===== config.mk =====
export PLATFORM = sky130hd
export DESIGN_NAME = scoreboard_ctrl
export DESIGN_NICKNAME = d
export VERILOG_FILES = /design/src/rtl/scoreboard_ctrl.sv
export SDC_FILE = /design/constraint.sdc
export NUM_CORES = 1
export LEC_CHECK = 0
export CAP_MARGIN = 30
export CORE_UTILIZATION = 37
export CTS_CLUSTER_SIZE = 25
export DETAILED_ROUTE_END_ITERATION = 10
export DONT_BUFFER_PORTS = 1
export PLACE_DENSITY = 0.62
export SLEW_MARGIN = 20
export SYNTH_ARGS = -nofsm -noshare
export SYNTH_HDL_FRONTEND = slang
export SYNTH_SLANG_ARGS = --single-unit

===== constraint.sdc =====
create_clock -name clk_i -period 3.7 [get_ports clk_i]
set_input_delay 0.74 -clock clk_i [delete_from_list [all_inputs] [get_ports clk_i]]
set_output_delay 0.74 -clock clk_i [all_outputs]
set_load 0.1 [all_outputs]

===== src/rtl/scoreboard_ctrl.sv =====
// Purpose : register scoreboard and issue/stall/drain controller for a decode stage.
// Latency : issue/stall/drain_done are combinational; busy_map, counters, timeout update one cycle later.
// Backpressure: decode is held (stall) on RAW/WAW hazards and while draining; nothing is dropped.
//
// Ports
//   clk_i, rst_ni        single rising-edge clock, synchronous active-low reset
//   dec_*_i              decode-stage instruction: valid, sources (rs/rt + use bits),
//                        destination (rd + reg_wr)
//   wb_reg_wr_i/wb_dir_wr_i  writeback commit strobe and register address
//   drain_req_i          level request to let the pipeline empty
//   issue_o / stall_o    decode advances / decode must hold this cycle
//   drain_done_o         single-cycle pulse once every pending write has retired
//   busy_map_o           registered pending-write bit per register (bit 0 always 0)
//   stall_count_o        saturating count of all stall cycles
//   timeout_o            sticky flag: TIMEOUT consecutive stall cycles were seen
//
// Build option
//   SCOREBOARD_WB_BYPASS_EN  when defined, a register being written back this
//                            cycle is treated as not pending by the hazard check
//                            (register file write-through). Default: undefined.

module scoreboard_ctrl #(
    parameter int ADDR_W  = 5,
    parameter int CNT_W   = 16,
    parameter int TIMEOUT = 255
) (
    input  logic                   clk_i,
    input  logic                   rst_ni,
    input  logic                   dec_valid_i,
    input  logic [ADDR_W-1:0]      dec_rs_i,
    input  logic [ADDR_W-1:0]      dec_rt_i,
    input  logic                   dec_use_rs_i,
    input  logic                   dec_use_rt_i,
    input  logic [ADDR_W-1:0]      dec_rd_i,
    input  logic                   dec_reg_wr_i,
    input  logic                   wb_reg_wr_i,
    input  logic [ADDR_W-1:0]      wb_dir_wr_i,
    input  logic                   drain_req_i,
    output logic                   issue_o,
    output logic                   stall_o,
    output logic                   drain_done_o,
    output logic [(2**ADDR_W)-1:0] busy_map_o,
    output logic [CNT_W-1:0]       stall_count_o,
    output logic                   timeout_o
);

    localparam int NREG  = 2**ADDR_W;
    // Wide enough to hold TIMEOUT itself; the run counter saturates there.
    localparam int RUN_W = (TIMEOUT < 2) ? 1 : $clog2(TIMEOUT + 1);

    localparam logic [NREG-1:0]  REG0_BIT  = {{(NREG-1){1'b0}}, 1'b1};
    localparam logic [RUN_W:0]   RUN_ONE   = {{RUN_W{1'b0}}, 1'b1};
    localparam logic [RUN_W:0]   RUN_LIMIT = (RUN_W+1)'(TIMEOUT);
    localparam logic [CNT_W-1:0] CNT_ONE   = {{(CNT_W-1){1'b0}}, 1'b1};

    typedef enum logic [1:0] {
        S_RUN   = 2'd0,
        S_STALL = 2'd1,
        S_DRAIN = 2'd2,
        S_DONE  = 2'd3
    } state_e;

    state_e            state_q, state_d;
    logic [NREG-1:0]   busy_q, busy_d;
    logic [NREG-1:0]   busy_eff;
    logic [NREG-1:0]   rd_oh, wb_oh;
    logic              pulsed_q, pulsed_d;
    logic [CNT_W-1:0]  stall_cnt_q, stall_cnt_d;
    logic [RUN_W-1:0]  run_q, run_d;
    logic [RUN_W:0]    run_inc;
    logic              timeout_q, timeout_d;

    logic              rs_haz, rt_haz, waw_haz, hazard;
    logic              all_clear;
    logic              issue, stall, drain_done;

    // ------------------------------------------------------------------
    // Hazard detection
    // ------------------------------------------------------------------
    assign rd_oh = REG0_BIT << dec_rd_i;
    assign wb_oh = REG0_BIT << wb_dir_wr_i;

`ifdef SCOREBOARD_WB_BYPASS_EN
    // The register file writes through, so a write retiring this cycle
    // already satisfies any reader or writer in decode.
    assign busy_eff = busy_q & ~(wb_oh & {NREG{wb_reg_wr_i}});
`else
    // Clearance becomes visible only once busy_q has been updated.
    assign busy_eff = busy_q;
`endif

    // busy_q[0] is held at zero, so register 0 can never raise a hazard.
    assign rs_haz  = dec_use_rs_i & busy_eff[dec_rs_i];
    assign rt_haz  = dec_use_rt_i & busy_eff[dec_rt_i];
    assign waw_haz = dec_reg_wr_i & busy_eff[dec_rd_i];
    assign hazard  = dec_valid_i & (rs_haz | rt_haz | waw_haz);

    // Drain completion looks at the registered map: every write issued
    // before the drain started must have been committed.
    assign all_clear = ~|busy_q;

    // ------------------------------------------------------------------
    // Control FSM: next state and combinational outputs
    // ------------------------------------------------------------------
    always_comb begin
        state_d    = state_q;
        issue      = 1'b0;
        stall      = 1'b0;
        drain_done = 1'b0;

        unique case (state_q)
            // RUN and STALL share their output rules; STALL just records
            // that the instruction in decode is being held.
            S_RUN, S_STALL: begin
                issue = dec_valid_i & ~hazard & ~drain_req_i;
                stall = hazard;
                if (drain_req_i) begin
                    state_d = S_DRAIN;
                end else if (hazard) begin
                    state_d = S_STALL;
                end else begin
                    state_d = S_RUN;
                end
            end
            S_DRAIN: begin
                stall = dec_valid_i;
                if (all_clear) begin
                    state_d = S_DONE;
                end
            end
            S_DONE: begin
                stall = dec_valid_i;
                // Pulse only on the first cycle in DONE; holding drain_req
                // keeps the FSM here without pulsing again.
                drain_done = ~pulsed_q;
                if (!drain_req_i) begin
                    state_d = S_RUN;
                end
            end
            default: begin
                state_d = S_RUN;
            end
        endcase

        // Outputs are quiet while reset is being applied.
        if (!rst_ni) begin
            issue      = 1'b0;
            stall      = 1'b0;
            drain_done = 1'b0;
        end
    end

    assign pulsed_d = (state_q == S_DONE);

    // ------------------------------------------------------------------
    // Scoreboard update: writeback clears, issue sets; a set to the same
    // register in the same cycle wins because it is applied last.
    // ------------------------------------------------------------------
    always_comb begin
        busy_d = busy_q;
        if (wb_reg_wr_i) begin
            busy_d = busy_d & ~wb_oh;
        end
        if (issue && dec_reg_wr_i) begin
            busy_d = busy_d | rd_oh;
        end
        busy_d = busy_d & ~REG0_BIT;
    end

    // ------------------------------------------------------------------
    // Stall statistics
    // ------------------------------------------------------------------
    always_comb begin
        stall_cnt_d = stall_cnt_q;
        run_d       = '0;
        timeout_d   = timeout_q;
        run_inc     = {1'b0, run_q} + RUN_ONE;
        if (stall) begin
            if (!(&stall_cnt_q)) begin
                stall_cnt_d = stall_cnt_q + CNT_ONE;
            end
            // run_inc is the length of the current stall run including
            // this cycle; the flag rises on the edge that completes
            // TIMEOUT consecutive stall cycles.
            if (run_inc >= RUN_LIMIT) begin
                run_d     = RUN_LIMIT[RUN_W-1:0];
                timeout_d = 1'b1;
            end else begin
                run_d = run_inc[RUN_W-1:0];
            end
        end
    end

    // ------------------------------------------------------------------
    // State registers
    // ------------------------------------------------------------------
    always_ff @(posedge clk_i) begin
        if (!rst_ni) begin
            state_q     <= S_RUN;
            busy_q      <= '0;
            pulsed_q    <= 1'b0;
            stall_cnt_q <= '0;
            run_q       <= '0;
            timeout_q   <= 1'b0;
        end else begin
            state_q     <= state_d;
            busy_q      <= busy_d;
            pulsed_q    <= pulsed_d;
            stall_cnt_q <= stall_cnt_d;
            run_q       <= run_d;
            timeout_q   <= timeout_d;
        end
    end

    assign issue_o       = issue;
    assign stall_o       = stall;
    assign drain_done_o  = drain_done;
    assign busy_map_o    = busy_q;
    assign stall_count_o = stall_cnt_q;
    assign timeout_o     = timeout_q;

endmodule


Yosys cells after proc, flatten, opt, wreduce, memory -nomap -nowiden

Cells that the tools add are included.

Flip-flop bits (word level): 60
Logic and storage cells: 65

Bitwise operators: 15
Shifts and indexed selects: 2
Muxes and demuxes: 20
Add/sub/neg operators: 2
Order comparisons: 4
Reduce and logical (&&, ||, !) cells: 10
Equality and inequality tests: 5

Operator list:

| kind                  | number |
|---|---|
| $mux 32               | 2 |
| $shl 1x5->32 const A  | 2 |
| $and 32x32->32        | 1 |
| $not 32->32           | 1 |
| $or 32x32->32         | 1 |
| $reduce_or 32->1      | 1 |
| $lt 5x6->1 const B    | 3 |
| $add 16x1->16 const B | 1 |
| $reduce_and 16->1     | 1 |
| $bmux 1 s5            | 3 |
| $add 8x1->9 const B   | 1 |
| $ge 9x8->1 const B    | 1 |
| $mux 1                | 9 |
| $mux 8                | 1 |
| $reduce_and 2->1      | 4 |
| $and 1x1->1           | 6 |
| $mux 2                | 3 |
| $pmux 2 s3            | 1 |
| $eq 2x2->1 const B    | 2 |
| $ne 2x2->1 const B    | 2 |
| $not 1->1             | 4 |
| $reduce_or 2->1       | 2 |
| $eq 2x1->1 const B    | 1 |
| $logic_not 2->1       | 1 |
| other kinds (3)       | 4 |

Logic depth before layout (Yosys ltp)

Depth in word-level cells: 13
Depth in mapped cells: 10

Least setup slack after synthesis

OpenSTA, ideal clock, no wires.

Path type: input to output
From: in dec_rt_i[1]
To: out issue_o
Arrival time: 4.283 ns
Stages on the path: 7
Slack: -1.323 ns
Buffers on the path: 1
Cell sequence: buf_2 mux4_2 mux2_2 o21a_1 o221ai_1 nand2_1 nor3_1

Longest elaborated chain between the ends: 11

RTL lines:

| element                      | line | text |
|---|---|---|
| start, declared              | 31   | `input logic [ADDR_W-1:0] dec_rt_i,` |
| $bmux 1 s5                   | 94   | `assign rt_haz = dec_use_rt_i & busy_eff[dec_rt_i];` |
| $mux 1 (not written as such) | 94   |  |
| $and 1x1->1                  | 94   |  |
| $or 1x1->1 (2 in a row)      | 96   | `assign hazard = dec_valid_i & (rs_haz \| rt_haz \| waw_haz);` |
| $and 1x1->1                  | 96   |  |
| $not 1->1                    | 115  | `issue = dec_valid_i & ~hazard & ~drain_req_i;` |
| $and 1x1->1 (2 in a row)     | 115  |  |
| $mux 1                       | 111  | `unique case (state_q)` |
| $mux 1                       | 146  | `if (!rst_ni) begin` |
| end, declared                | 39   | `output logic issue_o,` |

No other way between the ends. The select of a mux whose other input is x is not followed.

Final worst setup path

From: reg busy_q[23], in the netlist busy_map_o[23]
To: out issue_o

Longest elaborated chain between the ends: 11
Elaborated cells on any way between the ends: 17
Classes of those cells: mux: 8; bitwise: 9

RTL lines:

| element                        | line   | text |
|---|---|---|
| start, declared                | 64     | `logic [NREG-1:0] busy_q, busy_d;` |
| start signal, assigned         | 207    | `busy_q <= busy_d;` |
| $bmux 1 s5 (on tied branches)  | 93, 94 |  |
| $mux 1 (on tied branches)      | 93, 94 |  |
| $and 1x1->1 (on tied branches) | 93, 94 |  |
| $or 1x1->1                     | 96     |  |
| $or 1x1->1 (*)                 | 96     |  |
| $and 1x1->1 (*)                | 96     |  |
| $not 1->1 (*)                  | 115    |  |
| $and 1x1->1 (*) (2 in a row)   | 115    |  |
| $mux 1 (*)                     | 111    |  |
| $mux 1 (*)                     | 146    |  |

Mark *: on every way between the ends. The rest lies on a longest branch, timed or not. The select of a mux whose other input is x is not followed.

==> summary.txt <==
Status
  – Status: complete, no violations

Clock network
  – Clock Latency Late Sink: 0.34 ns
  – Clock sinks: 59
  – Post-cts sizing count: 0
  – CTS buffer count: 9
  – Clock Pin Slew Worst Setup and Hold Paths: 0.07 ns
  – H-tree Lvls: 3
  – Post-CTS setup buffers: 0
  – Post-CTS Hold Buffers: 0
  – CTS tree: built
  – Clock Tree Buf Depth: 2
  – Root buffer cell: clkbuf_8

Layout
  – Most common cell after layout, fill and taps aside: dfxtp_1
  – Ant. Diodes: 0
  – Share of cells above drive strength 1: 20.88%
  – Fin util: 46.89%
  – Final Non-Filler Cells: 584
  – Area growth, synth to finish: 20.60%
  – Most frequent cells in the layout: dfxtp_1, buf_4, nand3_1
  – Final nets: 481

Route
  – Drt drc: 0
  – DR WL/cell: 19.79 um
  – DR pass1 iterations: 5
  – Iteration-0 DRC Markers: 308
  – Post-route ant nets: 0
  – Routed WL: 11560 um
  – Via density: 6.264
  – Via count: 3658

Power and ir drop
  – Total Power: 1.484 mW
  – Combinational group share of total power: 10.2%
  – Fraction of power spent switching nets: 25.30%
  – Internal power: 1.108 mW
  – Pwr per Cell Area: 337.7 nW/um2
  – Share of power burned in registers: 43.5%
  – Switching Power: 0.3755 mW
  – Static Leakage: 1.586 nW
  – Peak VDD IR: 160.4 uV
  – Clk pwr share: 46.3%

Floorplanning
  – Site row count: 35
  – CORE AREA: 9371 um2
  – Initial Utilization: 38.88%
  – Die area: 10250 um2
  – Die W: 101.2 um
  – # IOs: 80
  – DIE HEIGHT: 101.2 um

Logic synthesis
  – Mapped Avg Cell Area: 8.843 um2
  – Post-Syn Area: 3643 um2
  – Syn. warnings: 0
  – Post-synth EDFFs: 0
  – Post-synth ARST share: 0%
  – Post-synthesis cell count: 412
  – Synth cell types: 55
  – Mapped Nets: 443
  – Main synth FF type: dfxtp_1
  – #FFs+latches synth: 59
  – Post-synthesis sequential area ratio: 32.42%

STA
  – Setup TNS: 0 ns
  – Worst slew margin: 31.37%
  – Final Skew: 0.01096 ns
  – Final setup fails: 0
  – Max Slew Vio Count: 0
  – Worst setup margin: 0.3410 ns
  – Worst Tran Pin Value: 1.028 ns
  – RSZ-0062 raised after global routing: false
  – Hold Fails Final Rpt: 0
  – FMAX: 297.7 MHz
  – Tmin final: 3.359 ns
  – Final Cycle Share: 90.79%

GRT
  – Initial antenna violation count: 0
  – First-pass GRT wire length: 17950 um
  – Largest net degree at the start of global routing: 41
  – Grt ovf: 0
  – Tot GR Track Use: 22.71%
  – Vias in the first global route: 3442

Worst setup path
  – Crit path capture type: output pin
  – WP data arrival: 2.62 ns
  – FF-to-FF Start: busy_map_o[23]$_SDFF_PN0_
  – Worst R2R Setup Slack: 0.65 ns
  – Worst Reg2Reg Path Length in Cells: 9
  – Crit Path Max Fanout: 4
  – Critical path class: register to output pin
  – RR Endpoint: stall_count_o[12]$_SDFFE_PN0P_
  – Startpoint type of the worst setup path: register
  – Worst path required time: 2.96 ns

Hold path
  – Hold/Removal Path Class: input port to register
  – Hold Path Depth: 1
  – Hold Path Sink: busy_map_o[4]$_SDFF_PN0_
  – HP Start: dec_rd_i[4]

Run
  – Max-cap viol count: 0

Place
  – GPL Wtd Cong: 0.9088
  – Dpl hpwl: 8773 um
  – DP Worst Slack: 0.3358 ns
  – IO buf count: 0
  – Post-placement cell count: 566
[registers in the layout, indices dropped and copies added, names as in the netlist]
signal / count
state_q: 2
run_q: 8
timeout_o: 1
busy_map_o: 31
stall_count_o: 16
pulsed_q: 1
[synth_stat cells, types with 3 or more instances]
cell	instances	area [um2]
buf_4	4	30.03
o21ai_0	27	135.1
or3_1	5	31.28
or2_2	3	18.77
nand4_1	7	43.79
nor3_1	10	50.05
nand2_1	27	101.4
o211ai_1	30	225.2
nand2b_1	6	37.54
mux2i_1	22	220.2
o31ai_1	9	67.56
nor2_1	15	56.30
clkbuf_1	16	60.06
nor4_1	9	56.30
buf_2	4	20.02
a21oi_1	18	90.09
xor2_1	3	26.28
inv_1	17	63.81
mux4_2	13	292.8
nand3_1	31	155.2
o41ai_1	9	78.83
mux2_2	6	67.56
and3_1	6	37.54
ha_1	3	37.54
dfxtp_1	59	1181
a22oi_1	3	22.52
or4_1	8	60.06
nor2b_1	7	43.79
a311oi_1	4	35.03
[power groups by stage]
| stage | logic [mW] | clock network (mW) | registers, mW |
|---|---|---|---|
| after floorplan | 0.121 | 0 | 0.677 |
| after global placement | 0.148 | 0 | 0.660 |
| after detailed placement | 0.150 | 0 | 0.660 |
| after CTS | 0.150 | 0.697 | 0.646 |
| after global routing | 0.161 | 0.727 | 0.646 |
| final | 0.151 | 0.687 | 0.646 |
[layout make-up]
type                       instances  area, um2
inverter                          18      67.56
clock inverter                     5      85.08
timing repair buffer              52      447.9
tap                              129      161.4
fill                             911       4977
sequential                        59       1181
clock buffer                      11      151.4
multi-input combinational        310       2300
[metrics by stage]
step,cell area [um2],hold WS [ns]
floorplan,3655,0.4699
global placement,4095,0.4983
detailed placement,4126,0.5093
CTS,4363,0.4949
global route,4394,0.4997
finish,4394,0.5067
[worst max-delay path by stage]
stage	start	end	slack, ns	cells after the start
after floorplan	dec_rt_i[1]	issue_o	-0.47	7
after global placement	dec_rt_i[1]	stall_o	0.35	7
after detailed placement	dec_rt_i[1]	stall_o	0.34	7
after CTS	dec_rt_i[1]	stall_o	0.33	7
after global routing	dec_rt_i[1]	issue_o	0.22	7
final	busy_map_o[23]$_SDFF_PN0_	issue_o	0.34	8
[layer usage]
layer,GRT usage [%],vias to the layer above,part of all wire (%)
met1,29.69,1783,42
met5,0,-,0
met2,34.64,169,46
li1,-,1689,-
met4,10.14,0,1.8
met3,6.694,17,9.8
[logic make-up after synthesis]
group	count (synthesis)	share of synthesized area, %
other cells	1	0.1029
fa+ha+maj	3	1.030
buf+inv	43	5.185
flops	59	32.42
mux	41	15.93
compound gates	119	23.21
simple gates	142	21.15
xor+xnor	4	0.9617
[critical path, stage by stage, from the launching register on]
cell and delay [ns]:
dfxtp_1 0.39, buf_4 0.33, mux2i_1 0.15, a311oi_1 0.35, nand3_1 0.18, a41oi_1 0.42, buf_4 0.23, nor3_4 0.05
buf_12 0.17
No activity file was read; power rests on OpenSTA's default activity.
